==> config.mk <==
export PLATFORM = sky130hd
export DESIGN_NAME = regfile_wr_arbiter
export DESIGN_NICKNAME = d
export VERILOG_FILES = /design/src/rtl/regfile_wr_arbiter.sv
export SDC_FILE = /design/constraint.sdc
export NUM_CORES = 1
export LEC_CHECK = 0
export ABC_CLOCK_PERIOD_IN_PS = 2600
export BUFFER_PORTS_ARGS = -buffer_cell sky130_fd_sc_hd__buf_4
export CORE_MARGIN = 5
export CORE_UTILIZATION = 41
export DETAILED_ROUTE_END_ITERATION = 12
export GPL_ROUTABILITY_DRIVEN = 0
export PLACE_DENSITY = 0.89
export SLEW_MARGIN = 5
export SYNTH_ARGS = -nofsm -noshare
export SYNTH_HDL_FRONTEND = slang
export SYNTH_SLANG_ARGS = --single-unit
==> constraint.sdc <==
create_clock -name clk -period 2.6 [get_ports clk]
set_input_delay 0.26 -clock clk [delete_from_list [all_inputs] [get_ports clk]]
set_output_delay 0.26 -clock clk [all_outputs]
set_load 0.01 [all_outputs]
==> src/rtl/regfile_wr_arbiter.sv <==
// regfile_wr_arbiter: round-robin arbiter sharing the register-file write port; define ARB_LOCK_EN to add the lock input for back-to-back grants
module regfile_wr_arbiter #(
  parameter int NREQ = 4,
  parameter int AW   = 5,
  parameter int DW   = 32
) (
  input  logic               clk,
  input  logic               rst_n,
  input  logic [NREQ-1:0]    req,
  input  logic [NREQ*AW-1:0] req_addr,
  input  logic [NREQ*DW-1:0] req_data,
`ifdef ARB_LOCK_EN
  input  logic [NREQ-1:0]    lock,
`endif
  output logic [NREQ-1:0]    gnt,
  output logic               wr_en,
  output logic [AW-1:0]      wr_addr,
  output logic [DW-1:0]      wr_data,
  output logic [2**AW-1:0]   wr_sel,
  output logic               busy
);
  localparam int PW = $clog2(NREQ);
  logic [NREQ-1:0] gnt_q, gnt_d, elig;
  logic            wr_en_q, wr_en_d, found;
  logic [AW-1:0]   wr_addr_q, wr_addr_d;
  logic [DW-1:0]   wr_data_q, wr_data_d;
  logic [PW-1:0]   rr_ptr_q, rr_ptr_d, idx, win;
`ifdef ARB_LOCK_EN
  logic [PW-1:0]   held;
  logic            hold;
`endif
  // pick the first eligible requester from rr_ptr; a locked holder overrides the scan and keeps the pointer
  always_comb begin
    elig  = req & ~gnt_q;
    found = 1'b0;
    win   = '0;
    idx   = '0;
    for (int k = 0; k < NREQ; k++) begin
      idx = rr_ptr_q + PW'(k);
      if (!found && elig[idx]) begin
        found = 1'b1;
        win   = idx;
      end
    end
    rr_ptr_d = found ? win + 1'b1 : rr_ptr_q;
`ifdef ARB_LOCK_EN
    held = '0;
    for (int k = 0; k < NREQ; k++)
      if (gnt_q[k]) held = PW'(k);
    hold = |(gnt_q & lock & req);
    if (hold) begin
      found    = 1'b1;
      win      = held;
      rr_ptr_d = rr_ptr_q;
    end
`endif
    gnt_d     = found ? NREQ'(1) << win : '0;
    wr_en_d   = found;
    wr_addr_d = found ? req_addr[win*AW +: AW] : wr_addr_q;
    wr_data_d = found ? req_data[win*DW +: DW] : wr_data_q;
  end
  // grant and write-port registers; reset drops any write in flight
  always_ff @(posedge clk or negedge rst_n) begin
    if (!rst_n) begin
      gnt_q     <= '0;
      wr_en_q   <= 1'b0;
      wr_addr_q <= '0;
      wr_data_q <= '0;
      rr_ptr_q  <= '0;
    end else begin
      gnt_q     <= gnt_d;
      wr_en_q   <= wr_en_d;
      wr_addr_q <= wr_addr_d;
      wr_data_q <= wr_data_d;
      rr_ptr_q  <= rr_ptr_d;
    end
  end
  assign gnt     = gnt_q;
  assign wr_en   = wr_en_q;
  assign wr_addr = wr_addr_q;
  assign wr_data = wr_data_q;
  assign wr_sel  = (wr_en_q && |wr_addr_q) ? {{(2**AW-1){1'b0}}, 1'b1} << wr_addr_q : '0;
  assign busy    = |req | wr_en_q;
endmodule

* Yosys cells after proc, flatten, opt, wreduce, memory -nomap -nowiden *
Index checks and enable logic that the tools add are counted.

word-level totals
  register bits = 44
  bits in latches = 0
  bits in writable memories = 0
  ROM bits = 0
  input bits = 154
  memories = 0

operators by class
  add/sub/neg operators = 4
  $mul = 1
  divide/modulo/power cells = 0
  order comparisons = 4
  equal/unequal tests = 0
  shift operators = 4
  mux-type cells = 18
  bitwise gates (word level) = 3
  reductions and logical operators = 9

operators by type and width
  cell                    count
  $shiftx A128 B8 Y32     1
  $mux W32                1
  $shl A1 B5 Y32 const A  1
  $shiftx A20 B6 Y5       1
  $lt A2 B3 Y1 const B    4
  $bmux W1 S2             4
  $mux W1                 8
  $mux W2                 4
  $mul A2 B3 Y5 const B   1
  $reduce_or A5 Y1        1
  $add A2 B1 Y2 const B   2
  $add A2 B2 Y2 const B   2
  $and A4 B4 Y4           1
  $logic_and A1 B1 Y1     4
  $mux W4                 1
  $not A4 Y4              1
  $reduce_or A4 Y1        1
  $shl A1 B2 Y4 const A   1
  $logic_not A1 Y1        3
  $or A1 B1 Y1            1

* Logic depth before layout (Yosys ltp) *
  depth in word-level cells = 16
  gate-level depth with buffers = 8
  gate-level depth less buffers = 5

* Least setup slack after synthesis *
No wires, ideal clock.

  path kind = register to register
  start = register gnt_q[0] (netlist: gnt[0])
  end = register wr_data_q[11] (netlist: wr_data[11])
  library setup time = 0.104 ns
  data arrival time = 1.950 ns
  data required time = 2.496 ns
  setup slack = 0.546 ns
  stages on the path, launching flop included = 9
  path buffers = 3
  clock period less this slack = 2.054 ns
  path through = dfrtp_1 -> or4b_1 -> a21boi_1 -> and2_1 -> buf_6 -> buf_8 -> buf_8 -> mux2i_1 -> a221oi_1

on the way
  word-level cells in the longest chain between the ends = 15

ends and longest elaborated chain
  item                           RTL line  source
  from (decl)                    23        logic [NREQ-1:0] gnt_q, gnt_d, elig;
  from (signal assigned)         71        gnt_q <= gnt_d;
  $not A4 Y4 *                   34        elig = req & ~gnt_q;
  $and A4 B4 Y4 *                34
  $bmux W1 S2                    40        if (!found && elig[idx]) begin
  $mux W1 (implied by the code)  40
  $mux W1                        40
  $logic_not A1 Y1               40
  $logic_and A1 B1 Y1            40
  $mux W1                        40
  $logic_not A1 Y1               40
  $logic_and A1 B1 Y1            40
  $mux W1                        40
  $logic_not A1 Y1               40
  $logic_and A1 B1 Y1            40
  $mux W2                        40
  $shiftx A128 B8 Y32            60        wr_data_d = found ? req_data[win*DW +: DW] : wr_data_q;
  to (signal assigned)           74        wr_data_q <= wr_data_d;
  to (decl)                      26        logic [DW-1:0] wr_data_q, wr_data_d;

Every way passes the cells marked *; elsewhere a longest branch is shown, timed or not. The select of a mux whose other input is x is not followed.
A chain may end at the register's enable or synchronous reset.

* Worst setup path in the final report *
  start = register gnt_q[2] (netlist: gnt[2])
  end = register wr_data_q[3] (netlist: wr_data[3])

Same word-level chain as after synthesis.

==> summary.txt <==
Synth
  • Top cells by area, synth: dfrtp_1 (36%), mux2i_1 (25%), a221oi_2 (9.4%), nor2_1 (8.5%), a221oi_1 (5.2%)
  • Syn_nets: 454
  • Number of flops mapped to enable cells by yosys: 0
  • Cells after Synth: 300
  • #FFs+latches synth: 44
  • Post-synthesis compound-gate area fraction: 16.7%
  • Mux share of post-synthesis cell area: 24.5%
  • Synth Flop Type: dfrtp_1
  • Synth Area per Inst: 10.1 µm²
  • Post-synth top area share: 36.5%
  • Post-Synth Simple-Gate Area: 16.5%
  • Ys async rst share: 100%
  • Top cell type by total area after synthesis: dfrtp_1
  • Post-synthesis sequential area ratio: 36.5%
  • Yosys warns: 0
  • Largest family of logic cells by synthesized area: multiplexers
  • Mapped Area: 3020 µm²
  • Post-synth cell types: 32
  • Post-Synth XOR/XNOR Area: 0%
  • Synthesized-area fraction occupied by adder cells: 0%

Floorplan
  • Starting Density: 41.8%
  • Core Region: 7210 µm²
  • FP Rows: 31
  • Num ports: 229
  • Die width: 95.8 µm
  • Die area: 9180 µm²
  • Die Height: 95.8 µm

Critical path
  • Worst reg-to-reg setup slack: 0.33 ns
  • Worst-path fanout max: 27
  • Reg2reg start: gnt[2]
  • Worst Reg-to-Reg Cells: 6
  • Setup CP Type: register to register
  • FF-to-FF End: wr_data[3]
  • CP Launch Type: register
  • Arrival time at the worst endpoint: 2.47 ns
  • Worst Path Required: 2.80 ns
  • Worst Setup End Kind: register

Layout
  • Fill cells: 569
  • Layout Nets: 670
  • Area grow syn2layout: 60.8%
  • Commonest non-fill, non-tap cell in the layout: buf_4
  • Commonest non-fill, non-tap cells in the layout: buf_4 (233), mux2i_1 (74), nor2_1 (68)
  • Util after Layout: 67.3%
  • Number of diodes: 0
  • Fraction of layout cells with a size suffix above 1: 50.9%

Global route
  • Pin count of the biggest net entering global routing: 51
  • Global route total overflow: 0
  • Initial antenna violation count: 0
  • Number of global-route vias before repair: 3490
  • First-pass GRT wire length: 16.3 mm
  • GRT Util Overall: 22.7%

CTS
  • Post-CTS resize count: 0
  • Clk pin slew, worst setup/hold paths: 0.09 ns
  • H-tree lvl count: 2
  • CTS Sinks: 44
  • Hold_buf cts: 1
  • CTS buffer count: 5
  • CTS tree: done
  • Clk Latency, worst-skew pair: 0.30 ns
  • CTS root buf: clkbuf_8
  • Setup Buffers After CTS: 0
  • CTS Buffer Depth: 2

Placed design
  • DP HPWL: 8.72 mm
  • I/O Buffers: 227

Worst hold path
  • Worst Hold Endpoint: wr_addr[2]
  • Worst hold start: req_addr[2]
  • Hold depth: 3
  • Min-delay worst type: input port to register

STA
  • Transition time of the tightest slew-check pin: 0.722 ns
  • Hold WS: 0.297 ns
  • RSZ-0062 raised after global routing: no
  • Final Hold Viols: 0
  • Clock Skew: 0.00763 ns
  • Final slew viol count: 0
  • Max frequency: 440 MHz
  • Final setup TNS: 0 ns
  • Final period utilization: 87.4%
  • Slew headroom: 51.9%
  • # setup viols final: 0
  • Minimum clock period: 2.27 ns

Detailed routing
  • Final ANT Viol Nets: 0
  • Total number of vias: 3289
  • WL final: 10.8 mm
  • Routed WL per cell: 17.6 µm
  • 1st-iter DRT viols: 93
  • Drt first pass iters: 5
  • # DRC: 0
  • DR vias/cell: 5.34

Run
  • Max-Cap Viols: 0

Power and ir drop
  • Leakage: 2.41 nW
  • Total power draw: 5.02 mW
  • VDD IR max: 0.452 mV
  • Power Density: 1030 nW/µm²

Outcome
  • Outcome: completed
-- power breakdown --
group          internal [mW]  leakage, nW  total, mW  switching (mW)
Clock                  0.215       0.0434      0.465           0.249
Combinational           1.59         1.87       3.22            1.63
Sequential              1.04        0.505       1.33           0.298
Total                   2.84         2.41       5.02            2.18
-- area by class of cell --
type	instances	area [µm²]	area share [%]
clock inverter	2	15.0	0.309
inverter	1	3.75	0.0773
timing repair buffer	235	1780	36.6
sequential	44	1100	22.7
multi-input combinational	229	1750	36.0
clock buffer	6	82.6	1.70
tap	99	124	2.55
-- critical path, stage by stage (launching register included) --
cell,delay (ns)
dfrtp_1,0.40
nand2b_1,0.23
o311ai_1,0.39
and2_4,0.23
buf_4,0.39
mux2i_1,0.19
a221oi_2,0.31
-- cells in the mapped netlist, types with 2 or more instances --
cell,instances
a221oi_1,18
nand2_1,7
buf_6,2
nand4b_1,2
buf_2,3
nor3_1,8
dfrtp_1,44
clkbuf_1,13
and2_1,5
buf_8,3
mux2i_1,74
nand4_1,2
a221oi_2,19
buf_4,5
nor2_1,68
nand2b_1,10
nand3_1,2
-- cells by family (layout without fill, tap and decap cells) --
family	Yosys count	in the layout
AOI/OAI and AO/OA	45	45
buffers and inverters	27	244
DFF	44	44
muxes	74	74
other	1	1
and+or+nand+nor	109	109
-- registers in the layout (all words and copies together) (netlist names) --
| name | cells |
|---|---|
| gnt | 4 |
| rr_ptr_q | 2 |
| wr_addr | 5 |
| wr_data | 32 |
| wr_en | 1 |
-- metrics by stage --
stage                     area [µm²]  setup slack [ns]  cells
after floorplan                 3020             0.546    300
after global placement          4750             0.515    607
after detailed placement        4750             0.368    607
after CTS                       4850             0.323    616
after global routing            4850             0.180    616
final                           4850             0.328    616
-- how the worst max path moves through the flow --
stage | endpoint | slack [ns] | startpoint | depth (start not counted)
2_1_floorplan | wr_data[11] | 0.55 | gnt[0] | 8
3_3_place_gp | wr_data[30] | 0.51 | rr_ptr_q[0] | 5
3_5_place_dp | wr_data[3] | 0.37 | gnt[2] | 6
4_1_cts | wr_data[3] | 0.32 | gnt[2] | 6
5_1_grt | wr_data[28] | 0.18 | gnt[2] | 6
6_report | wr_data[3] | 0.33 | gnt[2] | 6
-- layer usage --
layer	wire length, µm	part of all wire, %	track usage (%)	vias to the layer above
li1	-	-	-	1543
met5	0	0	0	-
met1	3710	34	24.2	1561
met2	5810	54	42.6	161
met3	1040	9.6	5.63	24
met4	285	2.6	9.12	0
(Power assumes the default switching activity.)
